==> config.mk <==
export PLATFORM = sky130hd
export DESIGN_NAME = tiled_mult_seq_flat
export DESIGN_NICKNAME = d
export VERILOG_FILES = /design/src/rtl/tiled_mult_seq_if.sv /design/src/rtl/tiled_mult_seq.sv /design/src/flat_wrapper.sv
export SDC_FILE = /design/constraint.sdc
export NUM_CORES = 1
export LEC_CHECK = 0
export CAP_MARGIN = 20
export CORE_ASPECT_RATIO = 1.2
export CORE_MARGIN = 3
export CORE_UTILIZATION = 55
export DETAILED_ROUTE_END_ITERATION = 7
export GPL_TIMING_DRIVEN = 1
export PLACE_DENSITY = 0.79
export SYNTH_ARGS = -nofsm -noshare
export SYNTH_HDL_FRONTEND = slang
export SYNTH_SLANG_ARGS = --single-unit
==> constraint.sdc <==
create_clock -name clk -period 16.75 [get_ports clk]
set_clock_uncertainty 0.15 [all_clocks]
set_input_delay 2.5125 -clock clk [delete_from_list [all_inputs] [get_ports clk]]
set_output_delay 2.5125 -clock clk [all_outputs]
set_load 0.01 [all_outputs]
==> src/rtl/tiled_mult_seq_if.sv <==
// Operand/product handshake bundle for tiled_mult_seq.
// Optional macro TILED_MULT_SIGNED_EN adds the is_signed operand qualifier.
interface tiled_mult_seq_if #(
  parameter int WIDTH = 32
);
  // Valid/ready semantics on both sides: a transfer happens on a rising clock
  // edge where valid && ready. Once valid is raised, the producer holds the
  // payload stable until that edge. ready may depend on state only, never on valid.
  logic               in_valid;
  logic               in_ready;
  logic [WIDTH-1:0]   a;
  logic [WIDTH-1:0]   b;
  logic               out_valid;
  logic               out_ready;
  logic [2*WIDTH-1:0] product;
  logic               busy;
`ifdef TILED_MULT_SIGNED_EN
  logic               is_signed;

  modport master (
    output in_valid, a, b, is_signed, out_ready,
    input  in_ready, out_valid, product, busy
  );
  modport slave (
    input  in_valid, a, b, is_signed, out_ready,
    output in_ready, out_valid, product, busy
  );
`else
  modport master (
    output in_valid, a, b, out_ready,
    input  in_ready, out_valid, product, busy
  );
  modport slave (
    input  in_valid, a, b, out_ready,
    output in_ready, out_valid, product, busy
  );
`endif
endinterface

==> src/rtl/tiled_mult_seq.sv <==
// Sequential WIDTH x WIDTH multiplier built from one TILE x TILE multiplier, one partial product per clock.
// Optional macro TILED_MULT_SIGNED_EN enables two's complement operands via bus.is_signed.
module tiled_mult_seq #(
  parameter int WIDTH = 32,
  parameter int TILE  = 8
) (
  input  logic                clk,
  input  logic                rst_n,
  tiled_mult_seq_if.slave     bus,
  output logic [1:0]          state_dbg
);

  localparam int N  = WIDTH / TILE;
  localparam int CW = (N > 1) ? $clog2(N) : 1;

  typedef enum logic [1:0] {
    IDLE = 2'd0,
    BUSY = 2'd1,
    DONE = 2'd2
  } state_t;

  state_t               state_q, state_d;
  logic [WIDTH-1:0]     a_q, b_q;
  logic [CW-1:0]        i_q, j_q;
  logic [2*WIDTH-1:0]   acc_q;
  logic [TILE-1:0]      a_tile, b_tile;
  logic [2*TILE-1:0]    pp;
  logic [2*WIDTH-1:0]   pp_shifted;
  logic [WIDTH-1:0]     a_mag, b_mag;
  logic                 accept;
  logic                 i_last;
  logic                 last_tile;

  assign accept    = (state_q == IDLE) && bus.in_valid;
  assign i_last    = (i_q == CW'(N - 1));
  assign last_tile = i_last && (j_q == CW'(N - 1));

  assign a_tile     = a_q[int'(i_q)*TILE +: TILE];
  assign b_tile     = b_q[int'(j_q)*TILE +: TILE];
  assign pp         = {{TILE{1'b0}}, a_tile} * {{TILE{1'b0}}, b_tile};
  assign pp_shifted = (2*WIDTH)'(pp) << ((int'(i_q) + int'(j_q)) * TILE);

`ifdef TILED_MULT_SIGNED_EN
  logic sign_q;

  // Signed mode multiplies magnitudes; -MIN still fits as an unsigned WIDTH value.
  assign a_mag = (bus.is_signed && bus.a[WIDTH-1]) ? -bus.a : bus.a;
  assign b_mag = (bus.is_signed && bus.b[WIDTH-1]) ? -bus.b : bus.b;
  assign bus.product = sign_q ? -acc_q : acc_q;

  always_ff @(posedge clk or negedge rst_n) begin
    if (!rst_n) begin
      sign_q <= 1'b0;
    end else if (accept) begin
      sign_q <= bus.is_signed & (bus.a[WIDTH-1] ^ bus.b[WIDTH-1]);
    end
  end
`else
  assign a_mag       = bus.a;
  assign b_mag       = bus.b;
  assign bus.product = acc_q;
`endif

  always_ff @(posedge clk or negedge rst_n) begin
    if (!rst_n) begin
      state_q <= IDLE;
    end else begin
      state_q <= state_d;
    end
  end

  always_comb begin
    state_d       = state_q;
    bus.in_ready  = 1'b0;
    bus.busy      = 1'b0;
    bus.out_valid = 1'b0;
    unique case (state_q)
      IDLE: begin
        bus.in_ready = 1'b1;
        if (bus.in_valid) state_d = BUSY;
      end
      BUSY: begin
        bus.busy = 1'b1;
        if (last_tile) state_d = DONE;
      end
      DONE: begin
        bus.out_valid = 1'b1;
        if (bus.out_ready) state_d = IDLE;
      end
      default: state_d = IDLE;
    endcase
  end

  always_ff @(posedge clk or negedge rst_n) begin
    if (!rst_n) begin
      a_q   <= '0;
      b_q   <= '0;
      i_q   <= '0;
      j_q   <= '0;
      acc_q <= '0;
    end else if (accept) begin
      a_q   <= a_mag;
      b_q   <= b_mag;
      i_q   <= '0;
      j_q   <= '0;
      acc_q <= '0;
    end else if (state_q == BUSY) begin
      acc_q <= acc_q + pp_shifted;
      // i walks A tiles fastest; j advances once per full sweep of i.
      if (i_last) begin
        i_q <= '0;
        j_q <= last_tile ? '0 : j_q + CW'(1);
      end else begin
        i_q <= i_q + CW'(1);
      end
    end
  end

  assign state_dbg = state_q;

endmodule

==> src/flat_wrapper.sv <==
// flat-port wrapper written by rule: the top's interface ports become plain ports
module tiled_mult_seq_flat 
#(
  parameter int WIDTH = 32,
  parameter int TILE  = 8
)
  (clk, rst_n, state_dbg, bus_in_valid, bus_a, bus_b, bus_out_ready, bus_in_ready, bus_out_valid, bus_product, bus_busy);
  tiled_mult_seq_if #(.WIDTH(WIDTH)) bus_i ();
  input  logic clk;
  input  logic rst_n;
  output logic [1:0] state_dbg;
  input wire logic [$bits(bus_i.in_valid)-1:0] bus_in_valid;
  input wire logic [$bits(bus_i.a)-1:0] bus_a;
  input wire logic [$bits(bus_i.b)-1:0] bus_b;
  input wire logic [$bits(bus_i.out_ready)-1:0] bus_out_ready;
  output wire logic [$bits(bus_i.in_ready)-1:0] bus_in_ready;
  output wire logic [$bits(bus_i.out_valid)-1:0] bus_out_valid;
  output wire logic [$bits(bus_i.product)-1:0] bus_product;
  output wire logic [$bits(bus_i.busy)-1:0] bus_busy;
  assign bus_i.in_valid = bus_in_valid;
  assign bus_i.a = bus_a;
  assign bus_i.b = bus_b;
  assign bus_i.out_ready = bus_out_ready;
  assign bus_in_ready = bus_i.in_ready;
  assign bus_out_valid = bus_i.out_valid;
  assign bus_product = bus_i.product;
  assign bus_busy = bus_i.busy;
  tiled_mult_seq #(.WIDTH(WIDTH), .TILE(TILE)) u_core (.clk(clk), .rst_n(rst_n), .bus(bus_i), .state_dbg(state_dbg));
endmodule
# Word-level counts from Yosys, hierarchy flattened
# Index checks and enable logic that the tools add are counted.
[word_totals]
reg_bits = 134
inputBits = 68
output_inout_bits = 69
wordCells = 44
[classes]
add_sub_neg = 4
multipliers = 1
n_eq_ne = 7
shift = 3
muxes = 16
reduce_logical = 7
[ops]
columns = ["operator", "count"]
rows = [
  ["2-to-1 mux 64 bit", 2],
  ["adder 64 bit", 1],
  ["indexed part select 32 x 6 -> 8 bit", 2],
  ["<< shifter 16 x 32 -> 64 bit", 1],
  ["2-to-1 mux 2 bit", 10],
  ["multiplier 8 x 8 -> 16 bit", 1],
  ["== test 2 bit, second input constant", 3],
  ["case mux 2 bit (3 select lines)", 1],
  ["adder 2 x 1 -> 2 bit, second input constant", 2],
  ["inequality test 2 bit, second input constant", 2],
  ["nonzero test 2 bit", 2],
  ["adder 2 x 2 -> 3 bit", 1],
  ["2-to-1 mux 1 bit", 3],
  ["AND reduction 3 bit", 1],
  ["== test 2 x 1 -> 1 bit, second input constant", 1],
  ["logical AND 1 bit", 2],
  ["zero test 2 bit", 1],
  ["inequality test 2 x 1 -> 1 bit, second input constant", 1],
  ["AND reduction 2 bit", 1],
]

# Logic depth before layout (Yosys ltp)
[logic_depth]
ltp_word = 6
ltp_mapped = 34
mapped_depth_nobuf = 32

# Worst setup path before layout
# Ideal clock, no wire load.
[synth_timing]
path_type = "reg-to-reg"
from = "register u_core.i_q[0]"
to = "register u_core.acc_q[56] (netlist: u_core.bus.product[56])"
setup_time_ns = 0.101
arrival_time_ns = 8.120
t_required_ns = 16.499
slack_ns = 8.379
path_stages_with_launch = 33
path_buffers = 1
synth_period_minus_slack_ns = 8.371
path_cell_list = "dfrtp_1 -> clkbuf_1 -> mux4_2 -> and2_1 -> fa_1 -> fa_1 -> ha_1 -> inv_1 -> fa_1 -> inv_1 -> ha_1 -> a21oi_1 -> o21bai_1 -> a21oi_1 -> nor2b_1 -> o21a_1 -> o31a_1 -> o41ai_1 -> xnor2_1 -> mux2i_1 -> nor2_1 -> ha_1 -> a21o_1 -> a21o_1 -> a21o_1 -> or4_4 -> a311o_1 -> a31oi_2 -> o21ai_2 -> a221oi_4 -> nor3_2 -> o21a_1 -> o32ai_1"
[synth_between]
elab_chain_cells = 6
elab_cells_between_ends = 7
classes_between = "add/sub (2); mul (1); shift (2); mux (2)"
[synth_lines]
columns = ["element", "line", "source"]
rows = [
  ["from (decl)", "tiled_mult_seq.sv:24", "logic [CW-1:0] i_q, j_q;"],
  ["from (signal assigned)", "tiled_mult_seq.sv:114", "i_q <= i_q + CW'(1);"],
  ["indexed part select 32 x 6 -> 8 bit", "tiled_mult_seq.sv:38", "assign a_tile = a_q[int'(i_q)*TILE +: TILE];"],
  ["multiplier 8 x 8 -> 16 bit", "tiled_mult_seq.sv:40", "assign pp = {{TILE{1'b0}}, a_tile} * {{TILE{1'b0}}, b_tile};"],
  ["<< shifter 16 x 32 -> 64 bit *", "tiled_mult_seq.sv:41", "assign pp_shifted = (2*WIDTH)'(pp) << ((int'(i_q) + int'(j_q)) * TILE);"],
  ["adder 64 bit *", "tiled_mult_seq.sv:108", "acc_q <= acc_q + pp_shifted;"],
  ["2-to-1 mux 64 bit *", "tiled_mult_seq.sv:107", "end else if (state_q == BUSY) begin"],
  ["2-to-1 mux 64 bit *", "tiled_mult_seq.sv:101", "end else if (accept) begin"],
  ["to (signal assigned)", "tiled_mult_seq.sv:108", ""],
  ["to (decl)", "tiled_mult_seq.sv:25", "logic [2*WIDTH-1:0] acc_q;"],
]
# Every way passes the cells marked *; elsewhere a longest branch is shown, timed or not. The select of a mux whose other input is x is not followed.
# A chain may end at the register's enable or synchronous reset.

# Final worst setup path
# Same ends and word-level chain as after synthesis.

==> metrics.md <==
| Metric | Value |
|---|---|
| Outcome | finished clean |
| Die height | around 170 µm |
| Setup ws final | approximately 7100 ps |
| Total negative slack | 0 ps |
| Vias/cell | between 6 and 7 |
| Final setup fails | 0 |
| Synth Instances | about 1300 |
| Post-synth ARST share | 1.00 |
| Final Hold Viols | 0 |
| Final slew viol count | 0 |
| Post-Synth Simple-Gate Area | 0.169 |
| Row count | between 50 and 60 |
| Storage element area | ~3400 µm² |
| Worst Path Arrival | ~9900 ps |
| Max cap viols | 0 |
| Syn Area/Cell | approximately 8.9 µm² |
| RR Endpoint | u_core.bus.product[56] |
| XOR/XNOR share of the synthesized area | 0.0525 |
| Fmax | just over 100 MHz |
| H-tree depth | 4 |
| Via count | between 10000 and 15000 |
| Hold Worst Slack | 360 ps |
| IO Port Bufs | between 100 and 150 |
| Yosys reg bits | around 130 |
| Hold Crit Endpoint | u_core.a_q[30] |
| Fill cells | approximately 1700 |
| DP HPWL | 24.9 mm |
| Num CTS Buffers | 17 |
| Die span in x | around 140 µm |
| Largest family of logic cells by synthesized area | compound AO/OA/AOI/OAI gates |
| Core Area | between 20000 and 25000 µm² |
| Largest net degree at the start of global routing | 90 |
| Starting utilization of the core area | 0.568 |
| Clock Latency Late Sink | 440 ps |
| Gr ovfl total | 0 |
| Share of post-route cells with drive strength above 1 | 0.0960 |
| Number of synthesized flops with an enable pin | 0 |
| Worst-Margin Slew | between 1000 and 1500 ps |
| WL final | ~34 mm |
| Worst hold stages | 1 |
| Clock root cell | clkbuf_16 |
| CP max-delay cell | mux2i_1 |
| RSZ-0062 raised after global routing | false |
| Crit-path max cell delay | around 750 ps |
| Vias in the first global route | 10400 |
| Total GRT Usage | 0.295 |
| DRT iter0 DRCs | approximately 700 |
| Post-Synth Adder-Cell Area | 0.175 |
| Antenna-violating nets left | 0 |
| # DRC | 0 |
| Multiplexer area fraction after synthesis | 0.0952 |
| Initial antenna violation count | 0 |
| DP Worst Slack | between 7000 and 8000 ps |
| Register area share after synthesis | 0.287 |
| R2R depth | 31 |
| Max Fanout on Critical Path | 12 |
| Min-Delay Path Class | flop to flop |
| Post-CTS Hold Fix Bufs | 0 |
| Post-Syn Nets | between 1500 and 2000 |
| GPL Wtd Cong | roughly 0.97 |
| Worst setup EP type | flop |
| WL per Instance | approximately 20 µm |
| CP required | approximately 17000 ps |
| Post-synthesis compound-gate area fraction | 0.180 |
| Mapped Area | 11700 µm² |
| CTS tree | yes |
| Area leader, netlist | dfrtp_1 |
| Ports | between 100 and 150 |
| Critical path type | flop to flop |
| ANT cells | 0 |
| First-pass iteration count of the detailed router | 5 |
| DIE AREA | 23000 µm² |
| Maximum root-to-sink buffer count | 2 |
| Clock-pin slew on the worst setup and hold paths | around 70 ps |
| Slew HR | 0.265 |
| Area contributors post-synth | dfrtp_1 (29%), ha_1 (11%), fa_1 (6.5%) |
| Post-CTS Setup Repair Bufs | 0 |
| Cells resized by post-CTS repair | 0 |
| Register-to-register setup slack | a little over 7000 ps |
| Top cell type's share of synthesized area | 0.287 |
| Ys flop type | dfrtp_1 |
| Area grow syn2layout | 18.7% |
| Worst R2R Start | u_core.i_q[0] |
| Layout Nets | roughly 1600 |
| Final Critical Period | between 9000 and 10000 ps |
| Hold wc startpoint | u_core.a_q[30] |
| YS warnings | 0 |
| Clk sinks | about 130 |
| Period utilization | 0.578 |
| Area of the multi-input gates | between 7000 and 8000 µm² |
| First-pass GRT wire length | between 50 and 60 mm |
| Startpoint Class | flop |
| Netlist cell types | 66 |
## synth_stat cells (11+ instances only)
library cell	count
nor2_1	95
o21ai_1	13
nand4_1	17
fa_1	38
mux4_2	16
and2_1	57
clkbuf_1	56
a31oi_1	14
a21o_1	38
o22ai_1	32
ha_1	102
nand3_1	15
nand2_1	151
o21bai_1	11
xor2_1	38
xnor2_1	32
a21oi_1	85
nand2b_1	16
mux2_2	64
dfrtp_1	134
inv_1	61
o21ai_0	76
nor2b_1	22
o21a_1	15
nor3_1	16
## per-layer routing
metal  wire (µm)  track usage  up-vias
met3        1890       0.0421       59
met1       14900        0.406     4979
li1            -            -     4833
met2       16100        0.494      366
met5           0            0        -
met4         794       0.0841        0
## cell type report
type                            instances  area share
Clock inverter                         15      0.0162
Inverter                               61      0.0165
Timing Repair Buffer                  145       0.105
Multi-Input combinational cell       1045       0.566
Clock buffer                           17      0.0307
Sequential cell                       134       0.242
Tap cell                              265      0.0239
## cells in the final DEF (no fill, tap or decap), types with 5 or more instances in the layout
cell type / Yosys / final
a21o_1: 38 / 38
a21oi_1: 85 / 85
a31oi_1: 14 / 14
and2_1: 57 / 56
and3_1: 8 / 8
buf_4: 0 / 8
clkbuf_16: 0 / 17
clkdlybuf4s50_1: 0 / 135
dfrtp_1: 134 / 134
fa_1: 38 / 38
ha_1: 102 / 102
inv_1: 61 / 61
inv_8: 0 / 6
mux2_2: 64 / 64
mux4_2: 16 / 16
nand2_1: 151 / 151
nand2b_1: 16 / 15
nand3_1: 15 / 15
nand4_1: 17 / 17
nor2_1: 95 / 94
nor2b_1: 22 / 22
nor3_1: 16 / 16
o211ai_1: 5 / 5
o21a_1: 15 / 15
o21ai_0: 76 / 76
o21ai_1: 13 / 13
o21bai_1: 11 / 11
o22ai_1: 32 / 32
o31ai_1: 5 / 5
or2_2: 5 / 5
xnor2_1: 32 / 32
xor2_1: 38 / 38
## cells by family (layout without fill, tap and decap cells)
| group | Yosys count | in the layout |
|---|---|---|
| AOI/OAI and AO/OA | 335 | 335 |
| and+or+nand+nor | 417 | 417 |
| muxes | 83 | 83 |
| buffers and inverters | 126 | 238 |
| adders and majority gates | 140 | 140 |
| xor gates and xnor gates | 70 | 70 |
| DFF | 134 | 134 |
## worst max-delay path, delay by kind of cell, from the launching register on
kind	cells	cell delay (ps)
fa+ha+maj	6	2360
flops	1	740
xor+xnor	1	230
mux	2	1480
compound gates	15	3550
simple gates	5	970
buf+inv	2	90
## sequential cells by signal (all words and copies together) (netlist names)
register            cells
u_core.b_q             32
u_core.state_dbg        2
u_core.j_q              2
u_core.i_q              2
u_core.a_q             32
u_core.bus.product     64
## how the worst max path moves through the flow
stage	startpoint	to	slack, ps
2_1_floorplan	u_core.i_q[0]	u_core.bus.product[56]	8380
3_3_place_gp	u_core.i_q[0]	u_core.bus.product[56]	7310
3_5_place_dp	u_core.i_q[0]	u_core.bus.product[56]	7230
4_1_cts	u_core.i_q[0]	u_core.bus.product[56]	7170
5_1_grt	u_core.i_q[0]	u_core.bus.product[61]	6570
6_report	u_core.i_q[0]	u_core.bus.product[56]	7060
## metrics by stage
step | instances | instance area, µm² | util
2_1_floorplan | 1305 | 11700 | -
3_3_place_gp | 1649 | 13200 | 0.642
3_5_place_dp | 1649 | 13200 | 0.642
4_1_cts | 1681 | 13800 | 0.673
5_1_grt | 1682 | 13900 | 0.675
6_report | 1682 | 13900 | 0.675
Power is not shown: default switching activity piles up to over one toggle a cycle in this logic, so the estimate is an artifact.
==> patch 1, RTL diff (config.mk and constraints unchanged) <==
`TILE` is set to 8 in 2 places; all go to 4.
--- a/src/rtl/tiled_mult_seq.sv
+++ b/src/rtl/tiled_mult_seq.sv
@@ -4,3 +4,3 @@
   parameter int WIDTH = 32,
-  parameter int TILE  = 8
+  parameter int TILE  = 4
 ) (
--- a/src/flat_wrapper.sv
+++ b/src/flat_wrapper.sv
@@ -4,3 +4,3 @@
   parameter int WIDTH = 32,
-  parameter int TILE  = 8
+  parameter int TILE  = 4
 )
Formal check against the unedited RTL: not equivalent (Yosys sat finds a counterexample within 4 cycles, from zero or initial values and one cycle with rst_n low).
==> patch 1 against the unedited design <==
Routed wire length shrank 11%; synthesized area is 11% lower; sequential share of layout area up 3.3 points; sequential cell count grew 2; worst setup slack better by 2.0 ns; synthesized cell count decreased by 3.6%; cell area fell by 11%.
Power is left out: it rests on default switching activity, and per cell area and clock period it moved more than threefold.
==> patch 1: results (changes against the unedited design) <==
Logic synthesis
  – Top post-synthesis cells by count: nand2_1, dfrtp_1, nor2_1 (was nand2_1, dfrtp_1, ha_1)
  – Top post-synthesis cells by area: dfrtp_1, nand2_1, ha_1 (was dfrtp_1, ha_1, fa_1)
  – Syn Nets: 1414 (was 1513)
  – Mux contribution to synthesized area: 0.0487 (was 0.0952)
  – Synth Instances: 1258 (was 1305)
  – Synth Area in Adders: 0.111 (was 0.175)
  – Sequential-to-total area share from yosys stat: 0.329 (was 0.287)
  – Synth Area in XOR/XNOR: 0.0516 (was 0.0525)
  – Post-synthesis cell type count: 84 (was 66)
  – Compound-cell area share of the yosys netlist: 0.192 (was 0.180)
  – YS warnings: 0 (unchanged)

Final layout
  – FILL cells: 1545 (was 1689)
  – Nonclk buf count: 141 (was 145)
  – Num sequential: 136 (was 134)
  – Max FFs per register: 64 (unchanged)
  – Area occupied by multi-input gates: 0.00655 mm² (was 0.00785 mm²)
  – Share of layout cells above drive strength 1: 0.0610 (was 0.0960)
  – Buffering overhead: 0.113 (was 0.105)
  – Sequential cell area: 0.00340 mm² (was 0.00335 mm²)
  – Clock buffers and inverters, area share: 0.0481 (was 0.0469)
  – Inverters: 27 (was 61)
  – # nets final: 1504 (was 1612)
  – CLK BUF: 18 (was 17)

Setup path
  – Register-to-register path setup slack: 9.02 ns (was 7.06 ns)
  – CP max stage delay: 0.73 ns (was 0.75 ns)
  – Largest delay share family, worst path: compound AO/OA/AOI/OAI gates (unchanged)
  – Critical Path Slowest Stage Cell: dfrtp_1 (was mux2i_1)
  – Worst Reg-to-Reg Cells: 25 (was 31)
  – Crit path DAT: 7.90 ns (was 9.86 ns)

Global route
  – Global-route wire length before repair: 48100 µm (was 54300 µm)
  – Vias in the first global route: 9353 (was 10400)
  – GRT met2 Usage: 0.500 (was 0.494)
  – Gr usage total: 0.291 (was 0.295)
  – Largest net degree at the start of global routing: 89 (was 90)
  – Met3 Resource Use GR: 0.0476 (was 0.0421)
  – Met1 usage: 0.370 (was 0.406)

Die
  – Placement Rows: 54 (was 57)

Placement
  – Dpl ws: 9.16 ns (was 7.23 ns)
  – Placed Instances: 1581 (was 1649)
  – Area after DPL: 0.0118 mm² (was 0.0132 mm²)
  – Placer Congestion: 1.01 (was 0.966)
  – DP Wirelength: 22500 µm (was 24900 µm)

Min path
  – Hold wc startpoint: u_core.b_q[28] (was u_core.a_q[30])
  – Hold depth: 2 (was 1)
  – Hold Path Sink: u_core.b_q[28] (was u_core.a_q[30])

Timing
  – Hold_ws: 0.325 ns (was 0.360 ns)
  – Worst-Margin Slew: 0.915 ns (was 1.09 ns)

Outcome
  – Outcome: complete, no violations (unchanged)

Routing
  – Via density: 5.91 (was 6.09)
  – Routed WL per cell: 18.7 µm (was 20.0 µm)
  – Vias after detailed routing: 9540 (was 10200)
  – DRT iter0 DRCs: 731 (was 702)
  – WL met3: 1840 µm (was 1890 µm)
  – Met2 wire length: 14600 µm (was 16100 µm)
  – Initial DRT Pass Iterations: 8 (was 5)
  – Metal1 wirelength: 12500 µm (was 14900 µm)

Clock tree
  – Post-CTS Setup Bufs: 0 (unchanged)
==> patch 1: changes by cell type after synthesis, moves of 15 or more <==
cell	before	now
nand3_1	15	38
o22ai_1	32	0
fa_1	38	6
mux2_2	64	3
nor2_1	95	110
nand2_1	151	289
inv_1	61	27
and2_1	57	9
ha_1	102	82
==> patch 1: how the worst max path moves through the flow <==
stage / from / end / slack (ns) / cells after the start
detailed placement: u_core.i_q[0] / u_core.bus.product[56] / 9.16 / 25
global route: u_core.i_q[0] / u_core.bus.product[56] / 8.66 / 25
finish: u_core.i_q[0] / u_core.bus.product[56] / 9.02 / 25
global placement: u_core.i_q[0] / u_core.bus.product[56] / 9.41 / 25
floorplan: u_core.j_q[1] / u_core.bus.product[63] / 10.41 / 27
CTS: u_core.i_q[0] / u_core.bus.product[56] / 9.09 / 25
==> patch 1: tightest hold or removal path, cell delays in order (launching register included) <==
cell     delay (ns)
dfrtp_1        0.34
nand2_1        0.05
nand2_1        0.05
==> patch 2, RTL diff (same flow settings) <==
Made on the original files. Register the output `state_dbg` once more, without a reset; this adds one clock of latency there. The other outputs are not delayed to match.
--- a/src/rtl/tiled_mult_seq.sv
+++ b/src/rtl/tiled_mult_seq.sv
@@ -118,3 +118,5 @@
 
-  assign state_dbg = state_q;
+  always_ff @(posedge clk) begin
+    state_dbg <= state_q;
+  end
 
Check against the original RTL: not equivalent (Yosys sat finds a counterexample within 4 cycles, from zero or initial values and one cycle with rst_n low).
==> patch 2 against the unedited design <==
Non-clock buffer count decreased by 3; first-iteration DRC count increased by 11%; synthesized area decreased by 0.15%; routed wire length decreased by 0.40%; die area decreased by 0.14%; worst setup slack improved by 0.85 ns; sequential cell count increased by 2; cell area decreased by 0.41%; critical path type unchanged.
Power is left out: the tool's default activity adds up to more than one toggle a clock period on the data nets, which glitch-free logic cannot reach.
==> patch 2: results (changes against the unedited design) <==
Outcome
  – Outcome: complete, no violations (unchanged)

Min path
  – Hold WC Path Type: flop to flop (unchanged)
  – Hold depth: 0 (was 1)

Placement
  – Placer Congestion: 1.03 (was 0.966)
  – I/O Buffers: 136 (unchanged)
  – DP Wirelength: 25700 µm (was 24900 µm)

Job
  – Max-Cap Viols: 0 (unchanged)

Global route
  – Vias in the first global route: 10400 (about the same)
  – Global-route wire length before repair: 54200 µm (was 54300 µm)
  – Initial antenna violation count: 0 (unchanged)
  – Gr usage total: 0.295 (about the same)
  – Largest net degree at the start of global routing: 93 (was 90)

Logic synthesis
  – Async SR Flop Fraction: 0.985 (was 1.00)
  – Synth Area in XOR/XNOR: 0.0489 (was 0.0525)
  – Post-synth top area share: 0.288 (was 0.287)
  – YS warnings: 0 (unchanged)
  – Post-synthesis cell type count: 68 (was 66)
  – Top post-synthesis cells by area: dfrtp_1, ha_1, nand2_1 (was dfrtp_1, ha_1, fa_1)
  – Syn Nets: 1626 (was 1513)
  – Top post-synthesis cells by count: nand2_1, dfrtp_1, ha_1 (unchanged)
  – Synth Area in Adders: 0.175 (about the same)
  – Sequential-to-total area share from yosys stat: 0.291 (was 0.287)
  – Mux contribution to synthesized area: 0.0361 (was 0.0952)
  – Compound-cell area share of the yosys netlist: 0.178 (was 0.180)

Final layout
  – Share of layout cells above drive strength 1: 0.0497 (was 0.0960)
  – Max FFs per register: 64 (unchanged)
  – # nets final: 1723 (was 1612)
  – FILL cells: 1728 (was 1689)
  – Ant. Diodes: 0 (unchanged)

Clock tree
  – CTS HTree Levels: 4 (unchanged)
  – Post-CTS Resized: 0 (unchanged)
  – Worst-skew pair later-pin latency: 0.44 ns (about the same)
  – Max clock buf depth: 2 (unchanged)
  – Clk slew on worst S/H paths: 0.07 ns (about the same)
  – Post-CTS Setup Bufs: 0 (unchanged)
  – CTS Buf Count: 17 (unchanged)

Setup path
  – Worst Reg-to-Reg Cells: 29 (was 31)
  – CP max stage delay: 0.73 ns (was 0.75 ns)
  – Critical Path Slowest Stage Cell: dfrtp_1 (was mux2i_1)
  – Worst-path maximum fanout: 12 (unchanged)
  – Crit path DAT: 8.97 ns (was 9.86 ns)

Timing
  – Worst-Margin Slew: 0.967 ns (was 1.09 ns)
  – Fin crit share: 0.528 (was 0.578)

Routing
  – Routed WL: 33600 µm (was 33700 µm)
  – DRT iter0 DRCs: 777 (was 702)
  – Vias after detailed routing: 10600 (was 10200)
  – Initial DRT Pass Iterations: 5 (unchanged)
[patch 2: logic make-up after synthesis]
logic type | Yosys count
AND/OR/NAND/NOR | 601
AO/OA/AOI/OAI | 327
adder cells (fa/ha/maj) | 140
flip-flops | 136
buffers and inverters | 127
XOR/XNOR | 65
multiplexers | 22
[patch 2: layer usage]
layer / GRT usage / up-vias / share of wire
li1: - / 5103 / -
met5: 0 / - / 0
met1: 0.368 / 5012 / 0.41
met2: 0.521 / 418 / 0.50
met4: 0.129 / 0 / 0.037
met3: 0.0369 / 73 / 0.055
[patch 2: final timing paths]
| path | startpoint | to | slack [ns] |
|---|---|---|---|
| max reg2reg | u_core.i_q[0] | u_core.bus.product[63] | 7.91 |
| min | u_core.state_q[1] | u_core.state_dbg[1] | 0.27 |
| max in group asynchronous | rst_n | u_core.b_q[10] | 13.58 |
| min reg2reg | u_core.state_q[1] | u_core.state_dbg[1] | 0.27 |
| min in group asynchronous | rst_n | u_core.bus.product[24] | 1.88 |
| max | u_core.i_q[0] | u_core.bus.product[63] | 7.91 |
[patch 2: cell type report]
cell class                      instances  area share
Clock inverter                         15      0.0146
Timing Repair Buffer                  142       0.103
Clock buffer                           17      0.0308
Multi-Input combinational cell       1155       0.564
Tap cell                              265      0.0240
Inverter                               63      0.0171
Sequential cell                       136       0.246
[patch 2: metrics by stage]
stage                     hold WS (ns)  setup WS, ns  utilization  cells  area (µm²)
after floorplan                  0.223          9.01            -   1418       11700
after global placement           0.251          8.19        0.640   1760       13100
after detailed placement         0.247          8.06        0.640   1760       13100
after CTS                        0.267          8.00        0.671   1792       13800
after global routing             0.275          7.30        0.672   1793       13800
final                            0.269          7.91        0.672   1793       13800
[patch 2: critical path: cells and delay by family (launching register included)]
family | cells | cell delay (ns)
XOR/XNOR | 2 | 0.41
AND/OR/NAND/NOR | 2 | 0.33
AO/OA/AOI/OAI | 15 | 3.13
flip-flops | 1 | 0.73
buffers and inverters | 2 | 0.09
multiplexers | 2 | 1.31
adder cells (fa/ha/maj) | 6 | 2.52
